[src/rtl/hid_pkg.sv]
// hid_pkg: constants and types shared by the HID keyboard event blocks.
//   - typ codes for the report source (NONE/KBD/MOUSE/GAMEPAD)
//   - boot-protocol rollover / error scancodes 0x01..0x03
//   - 18-bit event record {press, rpt, code[7:0], mod[7:0]}
//   - scan FSM state type and small set-membership helpers
package hid_pkg;

    localparam logic [1:0] TYP_NONE    = 2'd0;
    localparam logic [1:0] TYP_KBD     = 2'd1;
    localparam logic [1:0] TYP_MOUSE   = 2'd2;
    localparam logic [1:0] TYP_GAMEPAD = 2'd3;

    localparam logic [7:0] KEY_ERR_ROLLOVER = 8'h01;
    localparam logic [7:0] KEY_ERR_POSTFAIL = 8'h02;
    localparam logic [7:0] KEY_ERR_UNDEF    = 8'h03;

    localparam int EVT_W = 18;

    typedef struct packed {
        logic       press;
        logic       rpt;
        logic [7:0] code;
        logic [7:0] mod;
    } hid_evt_t;

    typedef enum logic [1:0] {
        ST_IDLE   = 2'd0,
        ST_REL    = 2'd1,
        ST_PRS    = 2'd2,
        ST_COMMIT = 2'd3
    } scan_state_t;

    function automatic logic is_err_code(input logic [7:0] k);
        return (k == KEY_ERR_ROLLOVER) || (k == KEY_ERR_POSTFAIL) || (k == KEY_ERR_UNDEF);
    endfunction

    function automatic logic key_in_set(input logic [7:0] k, input logic [3:0][7:0] s);
        logic hit;
        hit = 1'b0;
        for (int i = 0; i < 4; i++) begin
            if (s[i] == k) hit = 1'b1;
        end
        return hit;
    endfunction

endpackage

[src/rtl/hid_evt_fifo.sv]
// hid_evt_fifo: synchronous first-word-fall-through FIFO for key events.
// Ports:
//   usbclk, usbrst : clock, synchronous active-high reset
//   push, din      : write request and data
//   pop            : read request (ignored while empty)
//   dout, empty    : head entry (valid when !empty)
//   full           : no free entry
//   drop           : push refused this cycle (full and no pop)
module hid_evt_fifo #(
    parameter int DEPTH = 8,
    parameter int WIDTH = 18
) (
    input  logic             usbclk,
    input  logic             usbrst,
    input  logic             push,
    input  logic [WIDTH-1:0] din,
    input  logic             pop,
    output logic [WIDTH-1:0] dout,
    output logic             empty,
    output logic             full,
    output logic             drop
);

    localparam int AW = $clog2(DEPTH);

    logic [WIDTH-1:0] mem [DEPTH];
    logic [AW:0]      wr_ptr;
    logic [AW:0]      rd_ptr;
    logic             pop_ok;
    logic             push_ok;

    assign empty   = (wr_ptr == rd_ptr);
    assign full    = (wr_ptr[AW] != rd_ptr[AW]) && (wr_ptr[AW-1:0] == rd_ptr[AW-1:0]);
    assign pop_ok  = pop && !empty;
    // A pop in the same cycle frees the slot, so a push into a full FIFO still lands.
    assign push_ok = push && (!full || pop_ok);
    assign drop    = push && !push_ok;
    assign dout    = mem[rd_ptr[AW-1:0]];

    always_ff @(posedge usbclk) begin
        if (usbrst) begin
            wr_ptr <= '0;
            rd_ptr <= '0;
        end else begin
            if (push_ok) wr_ptr <= wr_ptr + 1'b1;
            if (pop_ok)  rd_ptr <= rd_ptr + 1'b1;
        end
    end

    always_ff @(posedge usbclk) begin
        if (push_ok) mem[wr_ptr[AW-1:0]] <= din;
    end

endmodule

[src/rtl/hid_key_events.sv]
// hid_key_events: turns boot-protocol keyboard reports into press/release
// events by diffing each report against the previous one, queued in an
// event FIFO. Optional auto-repeat is built only when HID_KEY_REPEAT_EN
// is defined.
// Ports:
//   usbclk, usbrst          : clock, synchronous active-high reset
//   report, typ             : report strobe and device type (only KBD used)
//   key_modifiers, key1..4  : report fields, sampled on report
//   ev_valid/ev_ready       : event handshake at FIFO head
//   ev_press, ev_repeat,
//   ev_code, ev_mod         : head event fields (zero while !ev_valid)
//   overflow, ovf_clr       : sticky event-dropped flag and its clear
//
// state  | meaning
// IDLE   | waiting for a pending report (repeat pushes happen here)
// REL    | idx 0..3 over prev keys, release those missing from new set
// PRS    | idx 0..3 over new keys, press those missing from prev set
// COMMIT | prev set <= new set
module hid_key_events
    import hid_pkg::*;
#(
    parameter int FIFO_DEPTH   = 8,
    parameter int REPEAT_DELAY = 6000000,
    parameter int REPEAT_RATE  = 400000
) (
    input  logic       usbclk,
    input  logic       usbrst,
    input  logic       report,
    input  logic [1:0] typ,
    input  logic [7:0] key_modifiers,
    input  logic [7:0] key1,
    input  logic [7:0] key2,
    input  logic [7:0] key3,
    input  logic [7:0] key4,
    output logic       ev_valid,
    input  logic       ev_ready,
    output logic       ev_press,
    output logic       ev_repeat,
    output logic [7:0] ev_code,
    output logic [7:0] ev_mod,
    output logic       overflow,
    input  logic       ovf_clr
);

    if (FIFO_DEPTH < 2 || FIFO_DEPTH > 32 || (FIFO_DEPTH & (FIFO_DEPTH - 1)) != 0
        || REPEAT_DELAY < 1 || REPEAT_RATE < 1) begin : g_bad_param
        $error("hid_key_events: illegal parameter value");
    end

    scan_state_t     state, state_nxt;
    logic [1:0]      idx, idx_nxt;
    logic [3:0][7:0] pend_keys, cur_keys, prev_keys;
    logic [7:0]      pend_mod, cur_mod;
    logic            pend_valid;
    logic            accept;
    logic            start;
    logic            push;
    hid_evt_t        push_evt;
    logic [7:0]      scan_key;
    logic            dup;
    logic            fifo_empty, fifo_full, fifo_drop;
    logic [EVT_W-1:0] fifo_dout;
    hid_evt_t        head;

    // Reports carrying a rollover/error code are dropped before they reach pending.
    assign accept = report && (typ == TYP_KBD) && !is_err_code(key1) && !is_err_code(key2)
                    && !is_err_code(key3) && !is_err_code(key4);
    assign start  = pend_valid && ((state == ST_IDLE) || (state == ST_COMMIT));

`ifdef HID_KEY_REPEAT_EN
    logic [31:0] rpt_cnt;
    logic [7:0]  rpt_key;
    logic        rpt_active;
    logic        rpt_fire;

    // Expired timer waits at zero until the scan is back in IDLE.
    assign rpt_fire = rpt_active && (rpt_cnt == 32'd0) && (state == ST_IDLE);
`endif

    always_comb begin
        state_nxt = state;
        idx_nxt   = idx;
        push      = 1'b0;
        push_evt  = '0;
        scan_key  = 8'd0;
        dup       = 1'b0;
        case (state)
            ST_IDLE: begin
                if (pend_valid) begin
                    state_nxt = ST_REL;
                    idx_nxt   = 2'd0;
                end
`ifdef HID_KEY_REPEAT_EN
                if (rpt_fire) begin
                    push     = 1'b1;
                    push_evt = '{press: 1'b1, rpt: 1'b1, code: rpt_key, mod: cur_mod};
                end
`endif
            end
            ST_REL: begin
                scan_key = prev_keys[idx];
                if (scan_key != 8'd0 && !key_in_set(scan_key, cur_keys)) begin
                    push     = 1'b1;
                    push_evt = '{press: 1'b0, rpt: 1'b0, code: scan_key, mod: cur_mod};
                end
                idx_nxt = idx + 2'd1;
                if (idx == 2'd3) state_nxt = ST_PRS;
            end
            ST_PRS: begin
                scan_key = cur_keys[idx];
                for (int j = 0; j < 3; j++) begin
                    if (j < int'(idx) && cur_keys[j] == scan_key) dup = 1'b1;
                end
                if (scan_key != 8'd0 && !dup && !key_in_set(scan_key, prev_keys)) begin
                    push     = 1'b1;
                    push_evt = '{press: 1'b1, rpt: 1'b0, code: scan_key, mod: cur_mod};
                end
                idx_nxt = idx + 2'd1;
                if (idx == 2'd3) state_nxt = ST_COMMIT;
            end
            ST_COMMIT: begin
                state_nxt = pend_valid ? ST_REL : ST_IDLE;
                idx_nxt   = 2'd0;
            end
            default: begin
                state_nxt = ST_IDLE;
                idx_nxt   = 2'd0;
            end
        endcase
    end

    always_ff @(posedge usbclk) begin
        if (usbrst) begin
            state      <= ST_IDLE;
            idx        <= 2'd0;
            pend_valid <= 1'b0;
            pend_keys  <= '0;
            pend_mod   <= 8'd0;
            cur_keys   <= '0;
            cur_mod    <= 8'd0;
            prev_keys  <= '0;
            overflow   <= 1'b0;
        end else begin
            state <= state_nxt;
            idx   <= idx_nxt;
            // A new report in the same cycle as start replaces what start consumed.
            if (accept) begin
                pend_keys  <= {key4, key3, key2, key1};
                pend_mod   <= key_modifiers;
                pend_valid <= 1'b1;
            end else if (start) begin
                pend_valid <= 1'b0;
            end
            if (start) begin
                cur_keys <= pend_keys;
                cur_mod  <= pend_mod;
            end
            if (state == ST_COMMIT) prev_keys <= cur_keys;
            if (fifo_drop)    overflow <= 1'b1;
            else if (ovf_clr) overflow <= 1'b0;
        end
    end

`ifdef HID_KEY_REPEAT_EN
    always_ff @(posedge usbclk) begin
        if (usbrst) begin
            rpt_cnt    <= 32'd0;
            rpt_key    <= 8'd0;
            rpt_active <= 1'b0;
        end else begin
            if (rpt_fire)
                rpt_cnt <= 32'(REPEAT_RATE - 1);
            else if (rpt_active && rpt_cnt != 32'd0)
                rpt_cnt <= rpt_cnt - 32'd1;
            if (push && state == ST_REL && push_evt.code == rpt_key)
                rpt_active <= 1'b0;
            if (push && state == ST_PRS) begin
                rpt_active <= 1'b1;
                rpt_key    <= push_evt.code;
                rpt_cnt    <= 32'(REPEAT_DELAY - 1);
            end
        end
    end
`endif

    hid_evt_fifo #(
        .DEPTH (FIFO_DEPTH),
        .WIDTH (EVT_W)
    ) u_fifo (
        .usbclk (usbclk),
        .usbrst (usbrst),
        .push   (push),
        .din    (push_evt),
        .pop    (ev_valid && ev_ready),
        .dout   (fifo_dout),
        .empty  (fifo_empty),
        .full   (fifo_full),
        .drop   (fifo_drop)
    );

    // The rpt bit is only ever written as 1 when auto-repeat is built in.
    assign head      = fifo_dout;
    assign ev_valid  = !fifo_empty;
    assign ev_press  = ev_valid && head.press;
    assign ev_repeat = ev_valid && head.rpt;
    assign ev_code   = ev_valid ? head.code : 8'd0;
    assign ev_mod    = ev_valid ? head.mod  : 8'd0;

endmodule

[config.mk]
export PLATFORM = sky130hd
export DESIGN_NAME = hid_key_events
export DESIGN_NICKNAME = d
export VERILOG_FILES = /design/src/rtl/hid_pkg.sv /design/src/rtl/hid_evt_fifo.sv /design/src/rtl/hid_key_events.sv
export SDC_FILE = /design/constraint.sdc
export NUM_CORES = 1
export LEC_CHECK = 0
export ABC_CLOCK_PERIOD_IN_PS = 3900
export BUFFER_PORTS_ARGS = -buffer_cell sky130_fd_sc_hd__buf_2
export CAP_MARGIN = 0
export CELL_PAD_IN_SITES_DETAIL_PLACEMENT = 2
export CELL_PAD_IN_SITES_GLOBAL_PLACEMENT = 2
export CORE_MARGIN = 8
export CORE_UTILIZATION = 39
export CTS_BUF_LIST = sky130_fd_sc_hd__clkbuf_4 sky130_fd_sc_hd__clkbuf_8
export CTS_CLUSTER_DIAMETER = 40
export DETAILED_ROUTE_END_ITERATION = 16
export GPL_ROUTABILITY_DRIVEN = 1
export PLACE_DENSITY_LB_ADDON = 0.1
export SETUP_SLACK_MARGIN = 0.5
export SLEW_MARGIN = 10
export SYNTH_ARGS = -nofsm -noshare
export SYNTH_HDL_FRONTEND = slang
export SYNTH_SLANG_ARGS = --single-unit
[constraint.sdc]
create_clock -name usbclk -period 3.9 [get_ports usbclk]
set_clock_uncertainty 0.05 [all_clocks]
set_input_delay 0.585 -clock usbclk [delete_from_list [all_inputs] [get_ports usbclk]]
set_output_delay 0.585 -clock usbclk [all_outputs]
set_load 0.01 [all_outputs]
==> run_results.csv, run 1 <==
group,metric,value,unit
synth,most_repeated_cell_in_the_gate_level_netlist_after_synthesis,"edfxtp_1",
worst_setup_path,critical-path-max-stage-delay,590,ps
synth,synthDistinctLibCells,43,
sta,slew_headroom,28.1,%
cts,cts_tree,"built",
final_layout,area_delta_synth_final,22.3,%
synth,syn_area_per_cell,12.0,µm²
worst_setup_path,regToRegSetupSlack,380,ps
cts,cts.sinks,265,
worst_setup_path,worst_path_max_delay_cell,"mux4_2",
worst_setup_path,critical_path_peak_fanout,9,
sta,drv_slew,0,
routing,detail_route.wirelength,38500,µm
cts,cts.root.buffer_cell,"clkbuf_8",
hold_path,holdPathEnd,"pend_mod[2]",
global_routing,grt_pass1_wl,58100,µm
final_layout,insertedDiodeCount,0,
synth,post-synth-top-area-fraction,33.8,%
worst_setup_path,worst_r2r_endpoint,"u_fifo.mem[6][17]",
global_routing,grt_pass1_vias,9415,
synth,post-synth-top-area-cell,"edfxtp_1",
worst_setup_path,critical-path-top-delay-family,"buffers and inverters",
synth,ys_seq_area_share,55.2,%
place,numPortBuffers,65,
synth,synth_area_leaders,"edfxtp_1 34%, dfxtp_1 21%, mux4_2 9.3%",
synth,total_standard_cell_area_after_synthesis,12100,µm²
power_and_ir_drop,power_report.internal_total,4.78,mW
global_routing,antenna_found_initial,0,
worst_setup_path,worstReg2RegStart,"idx[1]",
final_layout,nNetsFinal,1200,
power_and_ir_drop,power_density,421,nW/µm²
sta,maxClockFrequency,0.284,GHz
final_layout,post_route_cells_drive_above_1_share,29.7,%
routing,detail_route.drc_violations,0,
die,die-area,36900,µm²
sta,worst-slew-pin-transition,1080,ps
power_and_ir_drop,pwr-share-comb,6.1,%
sta,hold_viol,0,
final_layout,fill_cells,3060,
power_and_ir_drop,p_seq_share,47.4,%
routing,detail_route.first_pass.iterations,5,
place,routabilityCongestion,0.899,
synth,count_of_flip_flops_with_a_built_in_enable_after_synthesis,136,
worst_setup_path,ff2ff_path_depth,13,
power_and_ir_drop,ir_drop,0.283,mV
cts,cts.hold.buffers_added,0,
die,row_count,64,
power_and_ir_drop,leakagePower,5.27,nW
global_routing,grt_overflow,0,
hold_path,hold_path.class,"input pin to register",
worst_setup_path,critPathMostFrequentCell,"buf_4",
die,design.core.area,30600,µm²
sta,finalCritPeriodShare,90.1,%
global_routing,grt_max_degree,93,
worst_setup_path,cells_traversed_along_the_worst_timing_path,"buf_4 > mux4_2 > buf_4 > or4_1 > o21ai_2 > a2111oi_4 > nor4b_4 > buf_4 > buf_4 > o211ai_1 > buf_4 > nor2_4 > buf_12",
global_routing,grt_util_all_layers,20.8,%
cts,path_clk_slew,70,ps
final_layout,seqCellArea,6670,µm²
worst_setup_path,worst_setup_path_start_kind,"register",
die,initial_utilization,39.5,%
sta,rsz0062_at_grt,"yes",
synth,async_flop_share,0,%
die,fp.dieW,192,µm
sta,timing.hold.ws,200,ps
place,place_hpwl,25600,µm
cts,clk_path_buf_depth,3,
die,design.portCount,67,
worst_setup_path,worst_ep_required_time,4180,ps
routing,wire_per_inst,24.4,µm
routing,drt_iter0_markers,379,
final_layout,final_util,48.3,%
sta,setup_total_negative_slack,0,ps
synth,synth-seq-cells,265,
power_and_ir_drop,design_power_total,6.22,mW
synth,yosysWarningCount,0,
routing,via_count,8396,
sta,setup_viol,0,
worst_setup_path,arrival,3790,ps
routing,final_antenna_net_count,0,
synth,synthesis.instances,1004,
power_and_ir_drop,power.net_switching,1.45,mW
cts,cts_htree_levels,2,
synth,syn_nets,1060,
die,dieHeight,192,µm
run,cap_viol_max_count,0,
run_status,run_status,"finished clean",
final_layout,multi_input_logic_area,5180,µm²
power_and_ir_drop,clock_power_share,46.4,%
worst_setup_path,worst_setup_path_end_kind,"register",
worst_setup_path,critPathBufInv,6,
synth,synth_flop_cell,"edfxtp_1",
sta,time_the_worst_path_needs_with_i_o_delays_and_setup,3520,ps
synth,synthTopCellsByCount,"136 x edfxtp_1, 129 x dfxtp_1, 117 x nor2_1",
hold_path,min_path_cells,3,
cts,cts_made_buffers,46,
cts,clock_latency,570,ps
routing,detailed_route_vias_per_instance,5.33,
hold_path,timing.hold.worst.start,"key_modifiers[2]",
worst_setup_path,setup.worst_path.class,"register to register",
power_and_ir_drop,switching_share,23.2,%
==> worst min-delay path, delay by kind of cell <==
family                 cells  cell delay (ps)
multiplexers               1               50
buffers and inverters      1               70
AND/OR/NAND/NOR            1               70
==> per-layer routing <==
metal | global-route usage (%) | wire length [µm]
met1 | 25.2 | 16200
met2 | 38.0 | 20200
met3 | 3.03 | 1260
met4 | 5.49 | 838
met5 | 0 | 0
==> sequential cells by signal, indices dropped and copies added (netlist names), named ones only <==
register,flops
cur_keys,32
u_fifo.wr_ptr,4
pend_mod,8
state,2
cur_mod,8
u_fifo.rd_ptr,4
pend_keys,32
pend_valid,1
idx,2
u_fifo.mem,136
prev_keys,32
overflow,1
==> final cells by class <==
cell class                      count  area share, %
Clock buffer                       63           5.53
Multi-Input combinational cell    639           35.0
Tap cell                          396           3.35
Inverter                           14          0.355
Timing Repair Buffer              178           9.00
Clock inverter                     20           1.62
Sequential cell                   265           45.1
==> per-stage QoR <==
stage / std cells / setup WS (ps) / cell area (µm²)
global placement: 1457 / -153 / 13200
detailed placement: 1457 / -303 / 13200
CTS: 1556 / 480 / 14500
floorplan: 1004 / 346 / 12100
global route: 1575 / 287 / 14800
finish: 1575 / 385 / 14800
==> power groups by stage <==
stage	logic (mW)	clock network, mW	registers (mW)
2_1_floorplan	0.241	0	3.00
3_3_place_gp	0.344	0	3.01
3_5_place_dp	0.355	0	3.01
4_1_cts	0.371	2.97	2.95
5_1_grt	0.417	3.10	2.95
6_report	0.381	2.89	2.95
==> placed cells by master, fill, tap and decap left out, types with 3 or more instances in the layout <==
cell type | netlist | routed
o21ai_0 | 8 | 7
nor2_4 | 0 | 4
o21ai_2 | 1 | 3
ha_1 | 9 | 8
buf_4 | 6 | 93
nor2_2 | 0 | 9
xor2_1 | 29 | 29
nor3_2 | 0 | 3
o211ai_1 | 7 | 7
a21oi_1 | 47 | 47
nand2_1 | 91 | 91
clkinv_2 | 0 | 6
mux2_1 | 3 | 3
clkbuf_4 | 0 | 8
buf_2 | 12 | 65
bufinv_16 | 0 | 5
nor3_1 | 8 | 4
clkbuf_8 | 0 | 55
nor4_1 | 11 | 9
xnor2_1 | 76 | 75
nand4_1 | 19 | 19
mux2i_1 | 104 | 101
nor2b_1 | 16 | 9
inv_1 | 14 | 14
buf_12 | 0 | 9
mux4_2 | 50 | 50
nand3_1 | 7 | 7
clkinv_1 | 0 | 5
nand2b_1 | 7 | 7
a22oi_1 | 8 | 8
dfxtp_1 | 129 | 126
edfxtp_1 | 136 | 136
nor2b_2 | 0 | 7
buf_6 | 2 | 10
nor2_1 | 117 | 104
==> cell families after synthesis <==
logic type	after synthesis	synth area share (%)
and+or+nand+nor	283	10.4
other	1	0.0310
adders and majority gates	9	0.932
DFF	265	55.2
muxes	158	18.3
buffers and inverters	100	3.54
AOI/OAI and AO/OA	83	4.05
xor gates and xnor gates	105	7.61
==> how the worst max path moves through the flow <==
| stage | from | slack [ps] | depth (start not counted) | to |
|---|---|---|---|---|
| detailed placement | idx[1] | -300 | 10 | u_fifo.mem[4][5] |
| global route | idx[1] | 290 | 13 | u_fifo.mem[5][10] |
| floorplan | idx[1] | 350 | 9 | u_fifo.mem[1][0] |
| global placement | idx[1] | -150 | 7 | u_fifo.mem[6][11] |
| CTS | idx[1] | 480 | 13 | u_fifo.mem[4][2] |
| finish | idx[1] | 380 | 13 | u_fifo.mem[6][17] |
==> repair_timing <==
item / 4_1_cts / 5_1_grt
endpoints found under the setup margin: 268 / 268
pin swaps: 4 / 6
resized for setup: 26 / 31
setup buffers: 14 / 18
gates cloned: 2 / 1
Power figures use the tool's default switching activity.
==> inputs of run 2 (changes only) <==
Settings changed: CORE_ASPECT_RATIO set to 1.2.
==> run 2 against run 1 <==
  * Count of clock-buffer cells in the layout rose by 4
  * Routed wire length fell by 2.1%
  * Global-route usage fell by 0.46 points
  * Critical path type unchanged
  * Critical endpoint is now u_fifo.mem[1][10]
  * Largest power group unchanged
==> run_results.csv, run 2 (synthesized netlist as in run 1, its figures left out) <==
group,metric,value,unit
run_status,run_status,"finished clean",
routing,detailed_route_vias_per_instance,5.33,
cts,path_clk_slew,70,ps
worst_setup_path,critPathBufInv,6,
global_routing,grt_pass1_vias,9297,
global_routing,grt_overflow,0,
sta,rsz0062_at_grt,"yes",
power_and_ir_drop,design_power_total,5.89,mW
place,numPortBuffers,65,
worst_setup_path,setup.worst_path.class,"register to register",
sta,timing.hold.ws,194,ps
power_and_ir_drop,leakagePower,5.15,nW
routing,final_antenna_net_count,0,
cts,cts.sinks,265,
worst_setup_path,worst_setup_path_end_kind,"register",
final_layout,final_util,47.9,%
final_layout,layout.cells.most_common_list,"136 x edfxtp_1, 126 x dfxtp_1, 106 x nor2_1",
sta,setup_viol,0,
routing,detail_route.wirelength,37700,µm
worst_setup_path,critPathMostFrequentCell,"buf_6",
routing,detail_route.first_pass.iterations,4,
cts,cts_htree_levels,2,
routing,drt_iter0_markers,257,
power_and_ir_drop,power_density,403,nW/µm²
cts,clock_latency,570,ps
sta,finalCritPeriodShare,86.5,%
worst_setup_path,cp_num_cells,13,
final_layout,insertedDiodeCount,0,
power_and_ir_drop,ir_drop,0.225,mV
final_layout,largest_reg_flops,136,
routing,detail_route.drc_violations,0,
worst_setup_path,critical-path-top-delay-family,"buffers and inverters",
die,initial_utilization,39.7,%
final_layout,post_route_cells_drive_above_1_share,29.1,%
global_routing,grt_max_degree,88,
die,fp.dieW,177,µm
routing,via_count,8323,
global_routing,grt_util_all_layers,20.3,%
die,design.core.area,30500,µm²
cts,cts.hold.buffers_added,0,
cts,cts.root.buffer_cell,"clkbuf_8",
sta,worst-slew-pin-transition,1120,ps
final_layout,area_delta_synth_final,20.8,%
final_layout,fill_cells,3085,
hold_path,hold_path.class,"input pin to register",
worst_setup_path,worst_path_max_delay_cell,"mux4_2",
cts,clk_path_buf_depth,3,
sta,maxClockFrequency,0.296,GHz
worst_setup_path,cells_traversed_along_the_worst_timing_path,"buf_8 > mux4_2 > buf_6 > or4_4 > o21ai_4 > a2111oi_4 > nor4b_4 > buf_4 > o21ai_4 > buf_6 > nor3_4 > buf_12 > buf_6",
die,dieHeight,209,µm
sta,time_the_worst_path_needs_with_i_o_delays_and_setup,3370,ps
place,routabilityCongestion,0.919,
place,place_hpwl,26700,µm
sta,hold_viol,0,
die,row_count,70,
die,die-area,36900,µm²
worst_setup_path,critical-path-max-stage-delay,550,ps
run,cap_viol_max_count,0,
worst_setup_path,worst_setup_path_start_kind,"register",
worst_setup_path,worst_ep_required_time,4170,ps
final_layout,layout.cells.most_common,"edfxtp_1",
global_routing,grt_pass1_wl,57400,µm
die,design.portCount,67,
cts,cts_tree,"built",
hold_path,min_path_cells,3,
global_routing,antenna_found_initial,0,
final_layout,finish.cell_count_without_fillers,1561,
sta,slew_headroom,25.5,%
routing,wire_per_inst,24.1,µm
cts,cts_made_buffers,44,
place,dp.cells,1463,
worst_setup_path,arrival,3640,ps
sta,drv_slew,0,
final_layout,nNetsFinal,1189,
worst_setup_path,critical_path_peak_fanout,5,
sta,setup_total_negative_slack,0,ps
worst_setup_path,ff2ff_path_depth,13,
==> run 2: changes by cell type in the layout (fill, tap and decap cells not counted), moves of 3 or more <==
cell | before | now
clkinv_1 | 5 | 2
clkbuf_8 | 55 | 49
nor3_2 | 3 | 0
nor2b_4 | 0 | 3
clkbuf_4 | 8 | 18
nor3_4 | 1 | 4
bufinv_16 | 5 | 1
clkinv_2 | 6 | 2
buf_4 | 93 | 84
==> run 2: tightest hold or removal path, delay by kind of cell <==
family | cells | cell delay [ps]
buf+inv | 1 | 70
mux | 1 | 50
simple gates | 1 | 70
==> run 2: per-stage QoR <==
step                area [µm²]  worst slack [ps]
floorplan                12100               346
global placement         13200             -70.2
detailed placement       13200              -172
CTS                      14300               455
global route             14600               441
finish                   14600               525
==> run 2: final timing paths <==
kind	end	start	slack, ps
worst max-delay path	u_fifo.mem[1][10]	idx[1]	530
worst min-delay path	pend_mod[5]	key_modifiers[5]	190
worst max register to register	u_fifo.mem[1][10]	idx[1]	530
worst min register to register	cur_mod[0]	pend_mod[0]	390
==> run 2: what timing repair did <==
item / 4_1_cts / 5_1_grt
buffers inserted: 7 / 9
gates cloned: 1 / 3
setup endpoints to repair: 265 / 233
resized for setup: 24 / 41
pin swaps: 7 / 9
==> run 2: report_power, final <==
part	internal, mW	leakage, nW	total [mW]	switching (mW)
clock	1.40	0.473	2.54	1.14
combinational	0.165	2.54	0.403	0.237
sequential	2.93	2.13	2.95	0.0258
==> run 2: layout make-up <==
| type | count | area [µm²] | share of cell area (%) |
|---|---|---|---|
| Multi-Input combinational cell | 639 | 5200 | 35.6 |
| Tap cell | 396 | 495 | 3.39 |
| Inverter | 14 | 52.6 | 0.360 |
| Clock inverter | 11 | 96.3 | 0.660 |
| Sequential cell | 265 | 6680 | 45.7 |
| Clock buffer | 67 | 810 | 5.54 |
| Timing Repair Buffer | 169 | 1270 | 8.70 |
==> run 2: layer usage <==
metal | global-route usage, % | routed length (µm) | vias up
li1 | - | - | 3814
met3 | 3.03 | 1270 | 81
met4 | 7.84 | 1640 | 0
met2 | 37.4 | 20100 | 176
met1 | 23.2 | 14700 | 4252
met5 | 0 | 0 | -
==> inputs of run 3 (changes only) <==
Settings changed: BUFFER_PORTS_ARGS -buffer_cell sky130_fd_sc_hd__buf_2 to not set, CORE_UTILIZATION 39 to 41, DONT_BUFFER_PORTS set to 1.
==> run 3 against run 2 <==
  * Fmax up 1.2%
  * Via count down 2.5%
  * Utilization down 0.17 points
  * Largest cell class unchanged
  * Clock power down 2%
  * Global-route usage up 1.2 points
  * Hold slack worse by 150 ps
  * Routed wire length up 1.4%
  * First-iteration DRC count up 40%
  * Power down 1.5%
  * Worst setup slack better by 39 ps
  * Largest power group unchanged
==> run_results.csv, run 3 (synthesized netlist as in run 1, its figures left out) <==
group,metric,value,unit
run_status,run_status,"finished clean",
die,design.core.area,29400,µm²
global_routing,grt_util_all_layers,21.6,%
sta,setup_viol,0,
worst_setup_path,worst_setup_path_end_kind,"register",
sta,hold_viol,0,
sta,slew_headroom,20.1,%
final_layout,layout.cells.most_common,"edfxtp_1",
worst_setup_path,launch_point_of_the_critical_path,"idx[1]",
die,dieHeight,204,µm
global_routing,antenna_found_initial,0,
global_routing,grt_max_degree,85,
final_layout,stdcell_area,14000,µm²
routing,via_count,8111,
die,die-area,35300,µm²
worst_setup_path,worst_setup_path_start_kind,"register",
sta,time_the_worst_path_needs_with_i_o_delays_and_setup,3340,ps
routing,detail_route.first_pass.iterations,4,
sta,rsz0062_at_grt,"yes",
cts,cts.root.buffer_cell,"clkbuf_8",
worst_setup_path,setup.worst_path.class,"register to register",
place,numPortBuffers,0,
sta,finalCritPeriodShare,85.5,%
cts,cts_made_buffers,46,
place,placed_cell_area,12800,µm²
sta,worst-slew-pin-transition,1200,ps
sta,maxClockFrequency,0.300,GHz
die,fp.dieW,173,µm
global_routing,grt_overflow,0,
worst_setup_path,arrival,3750,ps
die,row_count,69,
worst_setup_path,worst_path_max_delay_cell,"mux4_2",
routing,detail_route.wirelength,38200,µm
sta,setup_total_negative_slack,0,ps
place,routabilityCongestion,0.963,
power_and_ir_drop,ir_drop,0.280,mV
sta,worst_slack,564,ps
final_layout,insertedDiodeCount,0,
worst_setup_path,cells_traversed_along_the_worst_timing_path,"buf_12 > mux4_2 > buf_4 > or4_1 > o21ai_1 > a2111oi_2 > nor4b_4 > buf_6 > o21ai_4 > buf_4 > mux2_1",
place,post-place-ws,-101,ps
routing,wire_per_inst,25.8,µm
cts,cts.sinks,265,
cts,clk_path_buf_depth,3,
worst_setup_path,critical-path-max-stage-delay,550,ps
worst_setup_path,critical_path_peak_fanout,7,
routing,final_antenna_net_count,0,
power_and_ir_drop,power_density,414,nW/µm²
global_routing,grt_pass1_wl,58200,µm
cts,cts_htree_levels,2,
final_layout,nNetsFinal,1115,
hold_path,timing.hold.worst.start,"usbrst",
final_layout,area_delta_synth_final,15.9,%
place,place_hpwl,27100,µm
final_layout,post_route_cells_drive_above_1_share,22.1,%
cts,path_clk_slew,60,ps
run,cap_viol_max_count,0,
worst_setup_path,critPathMostFrequentCell,"buf_4",
sta,drv_slew,0,
die,design.portCount,67,
cts,cts_tree,"built",
routing,drt_iter0_markers,359,
die,initial_utilization,41.2,%
global_routing,grt_pass1_vias,9204,
routing,detailed_route_vias_per_instance,5.47,
worst_setup_path,worstReg2RegStart,"idx[1]",
cts,clock_latency,580,ps
worst_setup_path,worst_ep_required_time,4320,ps
final_layout,largest_reg_flops,136,
hold_path,hold_path.class,"input pin to register",
power_and_ir_drop,leakagePower,4.77,nW
routing,detail_route.drc_violations,0,
final_layout,layout.cells.most_common_list,"136 x edfxtp_1, 126 x dfxtp_1, 112 x nor2_1",
[run 3: worst max-delay path, delay by kind of cell, from the launching register on]
family	cells	cell delay, ps
AOI/OAI and AO/OA	3	540
buffers and inverters	4	670
DFF	1	420
muxes	2	880
and+or+nand+nor	2	700
[run 3: final timing paths]
check	endpoint	cells past startpoint	slack [ps]
worst min register to register	cur_keys[23]	2	410
worst max register to register	u_fifo.wr_ptr[0]	11	560
worst min-delay path	u_fifo.rd_ptr[1]	1	40
worst max-delay path	u_fifo.wr_ptr[0]	11	560
[run 3: final cells by class]
class | instances | area (µm²)
Timing Repair Buffer | 93 | 806
Fill cell | 2928 | 15300
Tap cell | 390 | 488
Clock inverter | 19 | 125
Clock buffer | 62 | 766
Multi-Input combinational cell | 639 | 5100
Sequential cell | 265 | 6680
Inverter | 14 | 52.6
[run 3: report_power, final]
part           internal, mW  switching [mW]
combinational         0.139           0.212
clock                  1.35            1.16
sequential             2.93          0.0251
[run 3: per-stage QoR]
step / total power, mW / utilization (%) / std cells / hold slack (ps)
after floorplan: 3.24 / - / 1004 / 382
after global placement: 3.32 / 43.7 / 1383 / 393
after detailed placement: 3.34 / 43.7 / 1383 / 403
after CTS: 5.86 / 47.3 / 1471 / 0.115
after global routing: 6.03 / 47.7 / 1482 / 5.95
final: 5.80 / 47.7 / 1482 / 43.7
[run 3: what timing repair did]
action / 4_1_cts / 5_1_grt
resized for setup: 17 / 13
pin swaps: 4 / 3
setup buffers: 5 / 7
cloned: 0 / 4
endpoints found under the setup margin: 265 / 199
endpoints found under the hold margin: 23 / 0
hold buffers: 2 / 0
[run 3: layer usage]
| layer | routed length, µm | vias to the layer above | track usage [%] |
|---|---|---|---|
| met5 | 0 | - | 0 |
| met4 | 1610 | 0 | 9.40 |
| met3 | 1190 | 88 | 3.47 |
| met2 | 20900 | 173 | 41.6 |
| met1 | 14500 | 4174 | 22.8 |
| li1 | - | 3676 | - |
